`config.mk`:
```
export PLATFORM = sky130hd
export DESIGN_NAME = mips_run_ctrl
export DESIGN_NICKNAME = d
export VERILOG_FILES = /design/src/rtl/mips_run_ctrl.sv
export SDC_FILE = /design/constraint.sdc
export NUM_CORES = 1
export LEC_CHECK = 0
export CORE_MARGIN = 4
export CORE_UTILIZATION = 43
export DETAILED_ROUTE_END_ITERATION = 8
export PLACE_DENSITY = 0.82
export SETUP_SLACK_MARGIN = 0.15
export SLEW_MARGIN = 10
export SYNTH_ARGS = -nofsm -noshare
export SYNTH_HDL_FRONTEND = slang
export SYNTH_SLANG_ARGS = --single-unit
```
`constraint.sdc`:
```
create_clock -name clk -period 2.85 [get_ports clk]
set_input_delay 0.285 -clock clk [delete_from_list [all_inputs] [get_ports clk]]
set_output_delay 0.285 -clock clk [all_outputs]
set_load 0.02 [all_outputs]
```
`src/rtl/mips_run_ctrl.sv`:
```
// rtl/mips_run_ctrl.sv - run-control sequencer gating commits of the single-cycle MIPS core
module mips_run_ctrl #(
    parameter int          CNT_W        = 32,
    parameter logic [31:0] SYSCALL_WORD = 32'h0000000c
) (
    input  logic             clk,
    input  logic             reset,
    input  logic             start,
    input  logic             stop,
    input  logic             step,
    input  logic             bp_en,
    input  logic [31:0]      bp_addr,
    input  logic [31:0]      pc,
    input  logic [31:0]      instr,
    output logic             cpu_en,
    output logic [1:0]       state,
    output logic [1:0]       halt_cause,
    output logic [CNT_W-1:0] cycle_cnt,
    output logic [CNT_W-1:0] retired_cnt
);

    typedef enum logic [1:0] {
        S_IDLE = 2'd0,
        S_RUN  = 2'd1,
        S_STEP = 2'd2,
        S_HALT = 2'd3
    } state_e;

    localparam logic [1:0] C_NONE = 2'd0;
    localparam logic [1:0] C_STOP = 2'd1;
    localparam logic [1:0] C_SYS  = 2'd2;
    localparam logic [1:0] C_BP   = 2'd3;
    localparam logic [CNT_W-1:0] CNT_ONE = {{(CNT_W-1){1'b0}}, 1'b1};

    state_e            state_q, state_d;
    logic [1:0]        cause_q, cause_d;
    logic              bp_skip_q, bp_skip_d;
    logic [CNT_W-1:0]  cycle_q, retired_q;

    logic              is_sys;
    logic              halt_hit;
    logic              active;
    logic [1:0]        hit_cause;

    always_comb begin
        is_sys    = (instr == SYSCALL_WORD);
        halt_hit  = is_sys || (bp_en && (pc == bp_addr) && !bp_skip_q);
        active    = (state_q == S_RUN) || (state_q == S_STEP);
        cpu_en    = active && !halt_hit;
        // a syscall in the same cycle as a breakpoint must win so the halt stays terminal
        hit_cause = is_sys ? C_SYS : C_BP;
    end

    always_comb begin
        state_d   = state_q;
        cause_d   = cause_q;
        bp_skip_d = bp_skip_q;
        if (cpu_en) begin
            bp_skip_d = 1'b0;
        end
        case (state_q)
            S_IDLE: begin
                if (step) begin
                    state_d = S_STEP;
                end else if (start) begin
                    state_d = S_RUN;
                end
            end
            S_RUN: begin
                if (halt_hit) begin
                    state_d = S_HALT;
                    cause_d = hit_cause;
                end else if (stop) begin
                    state_d = S_HALT;
                    cause_d = C_STOP;
                end
            end
            S_STEP: begin
                if (halt_hit) begin
                    state_d = S_HALT;
                    cause_d = hit_cause;
                end else begin
                    state_d = S_IDLE;
                end
            end
            S_HALT: begin
                if ((cause_q != C_SYS) && (step || start)) begin
                    state_d = step ? S_STEP : S_RUN;
                    cause_d = C_NONE;
                    // let the breakpointed instruction retire once on resume
                    if (cause_q == C_BP) begin
                        bp_skip_d = 1'b1;
                    end
                end
            end
            default: state_d = S_IDLE;
        endcase
    end

    always_ff @(posedge clk) begin
        if (reset) begin
            state_q   <= S_IDLE;
            cause_q   <= C_NONE;
            bp_skip_q <= 1'b0;
            cycle_q   <= '0;
            retired_q <= '0;
        end else begin
            state_q   <= state_d;
            cause_q   <= cause_d;
            bp_skip_q <= bp_skip_d;
            if (active) begin
                cycle_q <= cycle_q + CNT_ONE;
            end
            if (cpu_en) begin
                retired_q <= retired_q + CNT_ONE;
            end
        end
    end

    assign state       = state_q;
    assign halt_cause  = cause_q;
    assign cycle_cnt   = cycle_q;
    assign retired_cnt = retired_q;

endmodule

```
==> flow_summary.yaml <==
setup_path:
  cp_data_required_time_ps: 2570
  reg2reg_to: "cycle_cnt[31]"
  end_kind: "output port"
  cp-start-kind: "primary input"
  reg2reg_slack_ps: 380
  cp-startpoint: "bp_addr[27]"
  worstRegToRegCells: 8
  crit_type: "primary input to output port"
  setup.worst_path.end: "cpu_en"
  r2r_start: "state[1]"
  cp_data_arrival_time_ps: 2410
  path_max_fanout: 2
logic_synthesis:
  synth_top_family_by_area: "simple AND/OR/NAND/NOR gates"
  synth_top_area_cell: "dfxtp_1"
  synth-edff-count: 0
  synth.top_cell.area_share: 0.358
  synth_mux_area_frac: 0.00810
  yosys.area_share.simple: 0.296
  syn_area_um2: 3860
  synth_fp_nets: 577
  synthAdderAreaFrac: 0.0227
  synth_seq_cells: 69
  yosysSeqAreaShare: 0.358
  avgSynthCellArea_um2: 8.25
  synth_xor_area_frac: 0.129
  synthCells: 468
  synthArstFlopShare: 0
  synth_area_leaders: "dfxtp_1 (36%), xnor2_1 (9.8%), nand4_1 (5.3%), a21oi_1 (4.5%), or3_1 (4.2%)"
  synth_compound_area_frac: 0.141
  synth_flop_cell: "dfxtp_1"
  synthDistinctLibCells: 48
  ys.warnings.count: 0
clocking:
  cts_buffers: 9
  clockBufferDepth: 2
  clkLatencyLatePin_ps: 340
  path_clk_slew_ps: 70
  cts_root_buffer: "clkbuf_8"
  cts_max_level: 3
  cts.sinks: 69
  cts_tree: "built"
timing:
  timing.final.crit_share: 0.946
  skew_ps: 8.70
  worstMarginPinSlew_ps: 745
  fin_hold_ws_ps: 489
  timing.fmax_ghz: 0.371
  min_period_ps: 2690
  drv_slew: 0
  max_slew_margin: 0.503
  grt_setup_unrepaired: "true"
  setup_violations: 0
  hold_viol_final: 0
layout:
  final_cell_mix: "clkdlybuf4s50_1 (168), dfxtp_1 (69), nor2_1 (42)"
  final_common_cell: "clkdlybuf4s50_1"
  syn2layout_area_growth_pct: 54.6
  layout-drive-gt1-share: 0.0707
  nNetsFinal: 756
  antenna_cells: 0
grt:
  grt_max_degree: 56
  gr-total-overflow: 0
  antenna_found_initial: 0
  grt_pass1_wl_um: 19300
  grt_use_total: 0.226
  grt_pass1_vias: 4216
floorplan:
  pin_count: 171
  die-area_um2: 10600
  core_area_um2: 8720
  die_h_um: 103
  die_w_um: 103
  initial_core_util: 0.443
  rows: 34
power_and_ir_drop:
  p_per_area_nw_per_um2: 506
  power.leakage_nw: 1.99
  ir_drop_v: 0.000437
  finalPower_mw: 3.03
routing:
  drtIter0Drc: 182
  totalWireLength_um: 12100
  firstDrtPassIters: 5
  vias: 4259
  wl_per_cell_um: 15.9
  via_per_inst: 5.61
  antenna_left: 0
  drc: 0
min_path:
  hold-path-cell-count: 2
  hold_class: "flip-flop to flip-flop"
placed_design:
  post-dp-hpwl_um: 9310
  numPortBuffers: 170
  gp_congestion: 0.832
run:
  drv_cap: 0
outcome:
  outcome: "finished, final reports clean"
where the power goes:
part	internal, mW	switching (mW)	leakage, nW
sequential	1.01	0.0542	0.557
clock	0.578	0.380	0.116
combinational	0.446	0.558	1.32
total	2.03	0.992	1.99
registers in the layout, summed over array words and instances (netlist names):
name / flops
cycle_cnt: 32
halt_cause: 2
retired_cnt: 32
state: 2
bp_skip_q: 1
area by class of cell:
class	instances	area [um2]
Sequential cell	69	1380
Tap cell	108	135
Fill cell	664	2750
Multi-Input combinational cell	369	2350
Clock buffer	9	124
Clock inverter	6	111
Inverter	10	37.5
Timing Repair Buffer	188	1830
worst max-delay path: stages:
cell and delay, ps:
clkdlybuf4s50_1 430, xnor2_1 250, nand4_1 120, or4_1 600, o311ai_4 330, inv_1 80, dlygate4sd2_1 320
worst min path at each step:
stage | from | endpoint | slack, ps
floorplan | bp_skip_q | bp_skip_q | 460
global placement | cycle_cnt[31] | cycle_cnt[31] | 470
detailed placement | retired_cnt[31] | retired_cnt[31] | 480
CTS | reset | retired_cnt[0] | 470
global route | cycle_cnt[31] | cycle_cnt[31] | 520
finish | retired_cnt[31] | retired_cnt[31] | 490
per-stage QoR:
step,utilization,area (um2),TNS (ps),cells,setup WS (ps)
after global routing,0.685,5970,0,759,47.4
after global placement,0.653,5690,-80.2,742,-64.0
after floorplan,-,3860,0,468,291
final,0.685,5970,0,759,155
after detailed placement,0.653,5690,-1290,742,-97.4
after CTS,0.681,5940,0,757,141
cell families (layout without fill, tap and decap cells):
kind of cell | after synthesis | in the layout
AO/OA/AOI/OAI | 90 | 90
XOR/XNOR | 57 | 57
adder cells (fa/ha/maj) | 7 | 7
buffers and inverters | 31 | 213
flip-flops | 69 | 69
multiplexers | 3 | 3
AND/OR/NAND/NOR | 211 | 212
cells in the mapped netlist, types with 2 or more instances:
| cell type | number |
|---|---|
| and2_1 | 2 |
| and4_1 | 3 |
| inv_1 | 10 |
| nand2b_1 | 2 |
| and3_1 | 12 |
| nor2b_1 | 3 |
| buf_2 | 4 |
| nand2_1 | 22 |
| o21ai_0 | 25 |
| or2_2 | 4 |
| buf_8 | 2 |
| nor4_1 | 12 |
| clkbuf_1 | 11 |
| nor2_1 | 42 |
| o31ai_1 | 9 |
| nand3_1 | 30 |
| ha_1 | 7 |
| dfxtp_1 | 69 |
| or4_1 | 9 |
| o21a_1 | 2 |
| xor2_1 | 14 |
| nand4_1 | 33 |
| nor3_1 | 6 |
| a21oi_1 | 35 |
| o41ai_1 | 3 |
| xnor2_1 | 43 |
| nand3b_1 | 3 |
| buf_6 | 2 |
| o21ai_1 | 2 |
| mux2i_1 | 2 |
| or3_1 | 26 |
| o311ai_0 | 3 |
repair_timing:
| item | 4_1_cts | 5_1_grt |
|---|---|---|
| endpoints found under the hold margin | 0 | 0 |
| resized for setup | 3 | 3 |
| hold buffers | 0 | 0 |
| pin swaps | 0 | 2 |
| endpoints found under the setup margin | 3 | 28 |
| buffers inserted | 0 | 1 |
| gates cloned | 0 | 1 |
per-layer routing:
layer | up-vias | share of wire | GRT usage
met2 | 168 | 0.51 | 0.404
met5 | - | 0 | 0
met3 | 17 | 0.077 | 0.0589
met4 | 0 | 0.019 | 0.0657
li1 | 2085 | - | -
met1 | 1989 | 0.39 | 0.266
(Power assumes the default switching activity.)
